<file path="src/rtl/pe_au_pkg.sv">
// pe_au_pkg: DSP48E2 OPMODE encodings, sequencer states and the alignment-pipe entry type
// shared by the PE arithmetic-unit sequencer and its delay pipe.
package pe_au_pkg;

  typedef logic [8:0] opmode_t;

  // {W,Z,Y,X}
  localparam opmode_t OP_HOLD  = 9'b00_010_00_00;
  localparam opmode_t OP_MC    = 9'b11_000_01_01;
  localparam opmode_t OP_MPC   = 9'b00_001_01_01;
  localparam opmode_t OP_MCSH  = 9'b11_110_01_01;
  localparam opmode_t OP_CARRY = 9'b00_110_00_00;

  typedef enum logic [1:0] {IDLE, RUN, FLUSH, DRAIN} seq_state_t;

  typedef struct packed {
    opmode_t op;
    logic    uses_c;
    logic    valid;
    logic    last;
  } pipe_ent_t;

  localparam pipe_ent_t ENT_IDLE = '{op: OP_HOLD, uses_c: 1'b0, valid: 1'b0, last: 1'b0};

endpackage

</file>
<file path="src/rtl/pe_au_align_pipe.sv">
// pe_au_align_pipe: (LAT+1)-deep shift of {op, uses_c, valid, last}; taps each field at the
// cycle the DSP consumes it (OPMODE at LAT, C enable at C_TAP, P flags at LAT+1).
module pe_au_align_pipe
  import pe_au_pkg::*;
#(
  parameter int LAT   = 2,
  parameter int C_TAP = 1
) (
  input  logic       clock_i,
  input  logic       reset_n_i,
  input  pipe_ent_t  ent_i,
  output logic [8:0] op_o,
  output logic       uses_c_o,
  output logic       valid_o,
  output logic       last_o,
  output logic       busy_o
);

  pipe_ent_t [LAT:0] stage_q, stage_d;

  always_comb begin
    stage_d[0] = ent_i;
    for (int k = 1; k <= LAT; k++) stage_d[k] = stage_q[k-1];
  end

  always_ff @(posedge clock_i or negedge reset_n_i)
    if (!reset_n_i) stage_q <= {(LAT+1){ENT_IDLE}};
    else stage_q <= stage_d;

  // Tap 0 is the entry being issued this cycle, so a zero offset is combinational.
  if (LAT > 0) begin : g_op
    assign op_o = stage_q[LAT-1].op;
  end else begin : g_op_now
    assign op_o = ent_i.op;
  end

  if (C_TAP > 0) begin : g_c
    assign uses_c_o = stage_q[C_TAP-1].uses_c;
  end else begin : g_c_now
    assign uses_c_o = ent_i.uses_c;
  end

  assign valid_o = stage_q[LAT].valid;
  assign last_o  = stage_q[LAT].valid & stage_q[LAT].last;
  // Bubbles are stored as ENT_IDLE, so anything else in flight means a pending op.
  assign busy_o  = stage_q != {(LAT+1){ENT_IDLE}};

endmodule

</file>
<file path="src/rtl/pe_au_sequencer.sv">
// pe_au_sequencer: FIOS PE arithmetic-unit controller; walks round i / word j, requests
// operands and emits DSP OPMODE, C enable and result flags aligned to the A/B/M pipeline.
module pe_au_sequencer
  import pe_au_pkg::*;
#(
  parameter int WORDS   = 16,
  parameter int ABREG   = 1,
  parameter int MREG    = 1,
  parameter int CREG    = 1,
  parameter int CASCADE = 0
) (
  input  logic                     clock_i,
  input  logic                     reset_n_i,
  input  logic                     start_i,
  input  logic                     operand_rdy_i,
  output logic                     busy_o,
  output logic                     done_o,
  output logic                     issue_o,
  output logic [$clog2(WORDS)-1:0] a_idx_o,
  output logic [$clog2(WORDS)-1:0] b_idx_o,
  output logic [8:0]               OPMODE_o,
  output logic                     CREG_en_o,
  output logic                     res_valid_o,
  output logic                     res_last_o
);

  localparam int L  = ABREG + MREG;
  localparam int IW = $clog2(WORDS);
  localparam logic [IW-1:0] LAST = IW'(WORDS - 1);

  seq_state_t    state_q, state_d;
  logic [IW-1:0] i_q, i_d, j_q, j_d;
  pipe_ent_t     ent;
  logic          pipe_busy;

  always_ff @(posedge clock_i or negedge reset_n_i)
    if (!reset_n_i) begin
      state_q <= IDLE;
      i_q     <= '0;
      j_q     <= '0;
    end else begin
      state_q <= state_d;
      i_q     <= i_d;
      j_q     <= j_d;
    end

  always_comb begin
    state_d = state_q;
    i_d     = i_q;
    j_d     = j_q;
    ent     = ENT_IDLE;
    issue_o = 1'b0;
    done_o  = 1'b0;
    case (state_q)
      IDLE: state_d = start_i ? RUN : IDLE;
      RUN: if (operand_rdy_i) begin
        issue_o = 1'b1;
        ent = '{op: (j_q == '0) ? ((CASCADE != 0) ? OP_MPC : OP_MC) : OP_MCSH,
                uses_c: (CASCADE == 0) || (j_q != '0), valid: 1'b1, last: 1'b0};
        state_d = (j_q == LAST) ? FLUSH : RUN;
        j_d = (j_q == LAST) ? j_q : j_q + 1'b1;
      end
      FLUSH: begin
        ent = '{op: OP_CARRY, uses_c: 1'b0, valid: 1'b1, last: 1'b1};
        j_d = '0;
        state_d = (i_q == LAST) ? DRAIN : RUN;
        i_d = (i_q == LAST) ? i_q : i_q + 1'b1;
      end
      DRAIN: if (!pipe_busy) begin
        done_o  = 1'b1;
        state_d = IDLE;
        i_d     = '0;
      end
      default: state_d = IDLE;
    endcase
  end

  pe_au_align_pipe #(
    .LAT   (L),
    .C_TAP (L - CREG)
  ) u_pipe (
    .clock_i   (clock_i),
    .reset_n_i (reset_n_i),
    .ent_i     (ent),
    .op_o      (OPMODE_o),
    .uses_c_o  (CREG_en_o),
    .valid_o   (res_valid_o),
    .last_o    (res_last_o),
    .busy_o    (pipe_busy)
  );

  assign busy_o  = state_q != IDLE;
  assign a_idx_o = j_q;
  assign b_idx_o = i_q;

endmodule

</file>
<file path="config.mk">
export PLATFORM = sky130hd
export DESIGN_NAME = pe_au_sequencer
export DESIGN_NICKNAME = d
export VERILOG_FILES = /design/src/rtl/pe_au_pkg.sv /design/src/rtl/pe_au_align_pipe.sv /design/src/rtl/pe_au_sequencer.sv
export SDC_FILE = /design/constraint.sdc
export NUM_CORES = 1
export LEC_CHECK = 0
export ABC_AREA = 1
export CORE_MARGIN = 2
export CORE_UTILIZATION = 30
export CTS_BUF_LIST = sky130_fd_sc_hd__clkbuf_8
export CTS_CLUSTER_SIZE = 8
export DETAILED_ROUTE_END_ITERATION = 7
export SLEW_MARGIN = 20
export SYNTH_ARGS = -nofsm -noshare
export SYNTH_HDL_FRONTEND = slang
export SYNTH_SLANG_ARGS = --single-unit
</file>
<file path="constraint.sdc">
create_clock -name clock_i -period 1.8 [get_ports clock_i]
set_input_delay 0.27 -clock clock_i [delete_from_list [all_inputs] [get_ports clock_i]]
set_output_delay 0.27 -clock clock_i [all_outputs]
set_load 0.005 [all_outputs]
</file>
==> metrics.md <==
| Metric | Value |
|---|---|
| Final setup TNS | `0 ns` |
| Register area share after synthesis | `around half` |
| GPL Wtd Cong | `between 0.7 and 0.8` |
| Period utilization | `between 90% and 100%` |
| Post-route ant nets | `0` |
| Register area | `629 sq um` |
| Fillers | `approximately 420` |
| Largest net degree at the start of global routing | `26` |
| Comb power frac | `39.3%` |
| CP Capture Type | `output pin` |
| Worst path required time | `1.53 ns` |
| Worst vdd ir | `0.724 mV` |
| Multi-input gate area | `approximately 480 sq um` |
| I/O Buffers | `23` |
| Post-route cell area | `between 0.0015 and 0.002 sq mm` |
| Drt pass-1 iters | `4` |
| Clock skew | `about 0.0027 ns` |
| Final Hold Viols | `0` |
| Initial Util | `31.0%` |
| Yosys warns | `0` |
| Syn avg cell area | `just under 9 sq um` |
| Commonest non-fill, non-tap cell in the layout | `nand2_1` |
| Final Setup Violations | `0` |
| Post-Route Utilization | `around two fifths` |
| # placed instances | `around 200` |
| First-pass GRT wire length | `4010 microns` |
| DP Area | `between 0.001 and 0.0015 sq mm` |
| Cells after synthesis | `roughly 140` |
| # DRC | `0` |
| Share of layout cells above drive strength 1 | `14.2%` |
| Yosys cell types | `20` |
| Reg power frac | `43.1%` |
| Routed wire length per instance | `approximately 11 microns` |
| Switching power | `0.000676 W` |
| Die width | `68.1 microns` |
| Static leakage | `approximately 0.8 nW` |
| Max-cap violations | `0` |
| Fin nets | `176` |
| Setup WS pre-CTS | `0.0572 ns` |
| FF+latch count, synth | `25` |
| Hold Path Class | `in2async` |
| Area growth syn-to-layout | `25.6%` |
| Outcome | `finished clean` |
| Initial antenna violation count | `0` |
| CTS root buffer | `clkbuf_8` |
| Internal power | `0.00128 W` |
| TritonCTS buffer count | `3` |
| Clock buffer depth | `2` |
| WS Path Type | `reg2out` |
| Non-filler cells, final | `212` |
| Vias/cell | `4.40` |
| RSZ-0062 raised after global routing | `no` |
| Power Density | `1260 mW/mm^2` |
| # rows | `23` |
| GR Util All Layers | `11.6%` |
| # clock sinks | `25` |
| Number of synthesized flops with an enable pin | `0` |
| H-Tree Depth | `1` |
| Clock power share | `17.6%` |
| Minimum clock period | `~1.7 ns` |
| Startpoint types | `flip-flop` |
| CTS tree | `done` |
| Io pins | `27` |
| Via count | `932` |
| Primary FF master, synth | `dfrtp_1` |
| CTS clk-pin slew, worst paths | `0.09 ns` |
| Die ar. | `0.00463 sq mm` |
| N_diodes | `0` |
| Slew Limit Fails | `0` |
| Total grt overflow | `0` |
| Vias in the first global route | `984` |
| Worst Path Arrival | `between 1 and 1.5 ns` |
| Sw Ratio | `between 30 and 40%` |
| 1st-iter DRT viols | `32` |
| Fraction of registers with async set/reset | `100%` |
| WL final | `2320 microns` |
| Most frequent cells in the layout | `29 x nand2_1, 22 x dfrtp_1, 20 x clkdlybuf4s50_1` |
| Die H | `68.1 microns` |
| Crit-path max FO | `3` |
| Setup WS post-layout | `approximately 0.11 ns` |
| HPWL after detailed placement | `1720 microns` |
| Skew-Pair Late Insertion Delay | `0.27 ns` |
| Achievable frequency | `0.592 GHz` |
| Mapped Area | `0.00123 sq mm` |
| Core area | `0.00397 sq mm` |
-- stage by stage --
step	hold slack, ns	power (W)
after floorplan	-0.0256	0.00128
after global placement	0.356	0.00157
after detailed placement	0.357	0.00160
after CTS	0.368	0.00197
after global routing	0.384	0.00213
final	0.361	0.00195
-- Yosys cell counts, types with 2 or more instances --
library cell,n,share of area (%)
inv_1,17,5.2
nand3_1,9,3.7
nor2_1,15,4.6
buf_4,9,5.5
nand4_1,3,1.5
dfstp_2,3,6.4
dfrtp_1,22,45
o21ai_0,7,2.8
or2_2,2,1.0
ha_1,9,9.1
a21oi_1,3,1.2
inv_2,2,0.61
nand2_1,30,9.1
-- path summary, 6_finish.rpt --
check,startpoint,to,slack (ns),depth (start not counted)
min,reset_n_i,u_pipe.op_o[6],0.36,2
max reg2reg,state_q[1],a_idx_o[2],0.23,6
min in group clock_i,u_pipe.stage_d[20],u_pipe.op_o[5],0.37,0
min reg2reg,u_pipe.stage_d[20],u_pipe.op_o[5],0.37,0
max,state_q[0],issue_o,0.11,5
max in group asynchronous,reset_n_i,u_pipe.stage_q[32],1.15,2
-- registers in the layout, indices dropped and copies added, names as in the netlist --
signal and cells:
u_pipe.stage_d 7, a_idx_o 4, b_idx_o 4, u_pipe.stage_q 4, u_pipe.op_o 3, state_q 2, u_pipe.valid_o 1
-- area by class of cell --
| class | count | share of cell area, % |
|---|---|---|
| clock buffers | 3 | 2.67 |
| inverters | 19 | 4.61 |
| multi-input cells | 87 | 30.9 |
| clock inverters | 1 | 0.485 |
| repair buffers | 27 | 16.6 |
| flip-flops and latches | 25 | 40.7 |
| well taps | 50 | 4.05 |
-- power groups by stage --
| stage | registers, W | logic (W) | clock network (W) |
|---|---|---|---|
| 6_report | 0.000841 | 0.000768 | 0.000344 |
| 5_1_grt | 0.000865 | 0.000881 | 0.000380 |
| 4_1_cts | 0.000842 | 0.000771 | 0.000358 |
| 3_5_place_dp | 0.000859 | 0.000740 | 0 |
| 3_3_place_gp | 0.000853 | 0.000721 | 0 |
| 2_1_floorplan | 0.000837 | 0.000442 | 0 |
-- cell families (layout without fill, tap and decap cells) --
| logic type | count (synthesis) | count (layout) | synth area share (%) |
|---|---|---|---|
| buf+inv | 28 | 50 | 11.3 |
| fa+ha+maj | 9 | 9 | 9.15 |
| flops | 25 | 25 | 51.1 |
| xor+xnor | 1 | 1 | 0.712 |
| simple gates | 60 | 60 | 20.5 |
| compound gates | 14 | 14 | 6.91 |
| other cells | 1 | 3 | 0.305 |
-- per-layer routing --
layer | part of all wire, % | global-route usage (%) | vias to the layer above
met1 | 43 | 11.5 | 428
met5 | 0 | 0 | -
met4 | 1.4 | 5.50 | 0
li1 | - | - | 470
met2 | 51 | 22.0 | 29
met3 | 4.8 | 3.13 | 5
-- repair_timing --
| action | in CTS | in global routing |
|---|---|---|
| setup buffers | 2 | 0 |
| pin swaps | 0 | 0 |
| hold buffers | 0 | 0 |
| endpoints found under the setup margin | 3 | 2 |
| endpoints found under the hold margin | 0 | 0 |
| resized for setup | 5 | 5 |
| cloned | 0 | 0 |
-- critical path: stages, from the launching register on --
cell	delay (ns)
dfrtp_1	0.41
buf_4	0.16
ha_2	0.19
nand2_2	0.09
inv_2	0.04
dlygate4sd2_1	0.25
(Power assumes the default switching activity.)
==> variant 1 (same settings) <==
Take the reset off `i_q` and `j_q` and load them in a clocked block of their own.
--- a/src/rtl/pe_au_sequencer.sv
+++ b/src/rtl/pe_au_sequencer.sv
@@ -36,13 +36,14 @@
   always_ff @(posedge clock_i or negedge reset_n_i)
     if (!reset_n_i) begin
       state_q <= IDLE;
-      i_q     <= '0;
-      j_q     <= '0;
     end else begin
       state_q <= state_d;
-      i_q     <= i_d;
-      j_q     <= j_d;
     end
+
+  always_ff @(posedge clock_i) begin
+    i_q <= i_d;
+    j_q <= j_d;
+  end
 
   always_comb begin
     state_d = state_q;
Behaviour: differs if reset_n_i is asserted again (counterexample within 4 cycles, from zero or initial values and one cycle with reset_n_i low); with reset_n_i held inactive, the same outputs for 10 cycles.
==> variant 1 against the unedited design <==
- sequential power hardly changed
- routed wire length is 10% lower
- count of clock-buffer cells in the layout stayed put
- design area is 1.3% higher
- synthesized cell count is 10% lower
- global-route usage is 0.82 points lower
- largest power group unchanged
- power is 2.3% lower
- setup slack worse by 39 ps
- clock power is 3% lower
- synthesized area is 3.0% lower
- sequential cell count stayed put
==> variant 1: results <==
[power]
top_power_group = "registers"
seq_power_share_pct = 43.9
peakVddDrop_v = 0.0004957
p_leak_nw = 0.7699
power.share.clock_pct = 17.4
p_switching_mw = 0.5976

[synth]
synthXorXnorAreaFrac_pct = 0
async_flop_share_pct = 68.00
synth-seq-area-share_pct = 56.08
synth-compound-area-share_pct = 6.080
yosys_warnings = 0
synthTopCellsByArea = "dfrtp_1 29%, edfxtp_1 20%, ha_1 8.4%, dfstp_2 6.6%, inv_1 6.6%"
yosys-mux-area-fraction_pct = 0
synth_fa_ha_area_share_pct = 8.386
syn_avg_cell_area_um2 = 9.626
synth-edff-count = 8

[run_status]
status = "finished, final reports clean"

[finish]
drive_gt1_share_pct = 18.47
antenna_cells = 0
nNetsFinal = 170
largest_reg_flops = 7

[detailed_routing]
routed_wl_um = 2082
vias = 855
via_per_inst = 4.171
first_pass_iters = 3

[timing]
finClkSkew_ps = 9.452
whs_ps = 304.2

[placed_design]
post-dp-hpwl_um = 1646
place_inst = 197

[setup_path]
crit_arrival_ps = 1460

[global_routing]
grt_pass1_vias = 849
globalRouteTotalUtil_pct = 10.75
grt_pass1_wl_um = 3608
-- variant 1: through the flow --
stage / setup WS, ps / instance area, µm² / total power [mW]
after global routing: -23.18 / 1567 / 2.073
after detailed placement: 95.66 / 1491 / 1.564
after global placement: 127.2 / 1491 / 1.547
after CTS: 22.02 / 1555 / 1.911
after floorplan: 286.7 / 1201 / 1.247
final: 72.67 / 1567 / 1.908
-- variant 1: area by class of cell --
cell class              count  area, µm²
repair buffers             36      321.6
clock buffers               3      41.29
fillers                   394       2177
clock inverters             1      7.507
well taps                  48      60.06
inverters                  21      78.83
flip-flops and latches     25      669.4
multi-input cells          71      387.9
-- variant 1: kinds of logic (layout without fill, tap and decap cells) --
group,Yosys count,count (layout)
AND/OR/NAND/NOR,47,47
other,1,3
flip-flops,25,25
AO/OA/AOI/OAI,13,13
adder cells (fa/ha/maj),8,8
buffers and inverters,30,61
-- variant 1: final timing paths --
| kind | startpoint | to | cells after the start |
|---|---|---|---|
| min in group clock_i | u_pipe.stage_d[20] | u_pipe.op_o[5] | 0 |
| worst max-delay path | state_q[0] | busy_o | 4 |
| worst min register to register | u_pipe.stage_d[20] | u_pipe.op_o[5] | 0 |
| max in group asynchronous | reset_n_i | u_pipe.stage_d[20] | 2 |
| worst min-delay path | reset_n_i | u_pipe.stage_q[24] | 2 |
| worst max register to register | b_idx_o[0] | b_idx_o[2] | 7 |
-- variant 1: worst max-delay path: cells and delay by family (launching register included) --
kind / cells / cell delay, ps
flops: 1 / 400
fa+ha+maj: 1 / 190
buf+inv: 3 / 600
-- variant 1: layer usage --
layer / track usage (%) / share of wire [%]
met1: 12.16 / 43
met2: 18.81 / 50
met3: 3.378 / 5.7
met4: 3.827 / 1.3
met5: 0 / 0
==> variant 2 (config.mk and constraints unchanged) <==
Without the edit above. Set the parameter `WORDS` to 32 (it was 16).
--- a/src/rtl/pe_au_sequencer.sv
+++ b/src/rtl/pe_au_sequencer.sv
@@ -3,7 +3,7 @@
 module pe_au_sequencer
   import pe_au_pkg::*;
 #(
-  parameter int WORDS   = 16,
+  parameter int WORDS   = 32,
   parameter int ABREG   = 1,
   parameter int MREG    = 1,
   parameter int CREG    = 1,
Ports: changed (resized a_idx_o and b_idx_o); port bits go from 27 to 29. No check against the original RTL was run, so the function may have changed too.
==> variant 2 against the unedited design <==
- sequential cell count up 2
- synthesized cell count increased by 11%
- final cell count is 9.9% higher
- synthesized area is 9.0% higher
- register-to-register slack worse by 60 ps
- power fell by 2.8%
- design area grew 11%
- setup slack worse by 40 ps
- clock skew increased by 6.7 ps
- count of clock-buffer cells in the layout unchanged
- routed wire length increased by 11%
- largest cell class unchanged
==> variant 2: results <==
[detailed_routing]
via_per_inst = 4.403
wl_per_cell_um = 11.03
wl_met1_um = 1210
wl_met3_um = 164
vias = 1026
wl_met2_um = 1171
dr.first_iter.drc_count = 71

[finish]
largest_reg_flops = 7
nNetsFinal = 196
drive_gt1_share_pct = 16.57
fin_area_um2 = 1714
nFillCells = 451

[power]
peakVddDrop_v = 0.0009436
power.share.clock_pct = 19.3
combPwrFrac_pct = 36.2
p_leak_nw = 0.8748
power_mw = 1.899
swShare_pct = 33.19

[timing]
finClkSkew_ps = 9.372

[clock_tree]
cts.clk_slew.worst_paths_ps = 110
cts_resized = 4

[placed_design]
post-place-ws_ps = 62.02
gp_congestion = 0.7677
io_buffers = 25
place_inst = 226
post-dp-hpwl_um = 1817
placed_cell_area_um2 = 1619

[synth]
synth-seq-area-share_pct = 50.61
synth.distinct_cells = 22
yosys-top-cells-count = "33 x nand2_1, 24 x dfrtp_1, 20 x nor2_1"
syn_avg_cell_area_um2 = 8.775
synthTopCellsByArea = "dfrtp_1 45%, ha_1 9.3%, nand2_1 9.2%, dfstp_2 5.9%, nor2_1 5.6%"

[global_routing]
use_met2_pct = 16.72
grt_max_degree = 28
antenna_found_initial = 0
grt_pass1_wl_um = 4126
grtUsageMet1_pct = 13.86
grt_pass1_vias = 944
globalRouteTotalUtil_pct = 10.52
grt_use_met3_pct = 3.276

[run_status]
status = "finished, final reports clean"

[setup_path]
critical-path-slowest-cell = "clkdlybuf4s50_1"
crit_arrival_ps = 1460
slowest_delay_ps = 490
-- variant 2: cell count changes in the layout (fill, tap and decap cells not counted), moves of 3 or more --
cell | before | now
buf_4 | 4 | 8
clkdlybuf4s50_1 | 20 | 23
nand2_1 | 29 | 32
nand2_2 | 1 | 4
nor2_1 | 14 | 20
o21ai_0 | 7 | 2
o21ai_1 | 0 | 3
-- variant 2: layout make-up --
| cell class | count | area share (%) |
|---|---|---|
| sequential | 27 | 39.71 |
| inverter | 19 | 4.234 |
| clock buffer | 3 | 2.409 |
| clock inverter | 1 | 0.4380 |
| tap | 52 | 3.796 |
| timing repair buffer | 33 | 17.96 |
| multi-input combinational | 98 | 31.46 |
-- variant 2: logic make-up (layout without fill, tap and decap cells) --
| kind of cell | Yosys count | in the layout | share of synthesized area (%) |
|---|---|---|---|
| AO/OA/AOI/OAI | 14 | 14 | 6.057 |
| adder cells (fa/ha/maj) | 10 | 10 | 9.320 |
| buffers and inverters | 30 | 56 | 11.65 |
| flip-flops | 27 | 27 | 50.61 |
| other | 1 | 3 | 0.2793 |
| AND/OR/NAND/NOR | 71 | 71 | 22.09 |
-- variant 2: path summary, 6_finish.rpt --
| path | startpoint | cells past startpoint | slack (ps) | endpoint |
|---|---|---|---|---|
| max in group asynchronous | reset_n_i | 2 | 1140 | u_pipe.stage_d[20] |
| worst max-delay path | state_q[0] | 4 | 70 | busy_o |
| min in group clock_i | u_pipe.stage_d[20] | 0 | 360 | u_pipe.op_o[5] |
| worst min-delay path | reset_n_i | 2 | 340 | b_idx_o[3] |
| worst max register to register | a_idx_o[0] | 9 | 170 | a_idx_o[2] |
| worst min register to register | u_pipe.stage_d[20] | 0 | 360 | u_pipe.op_o[5] |
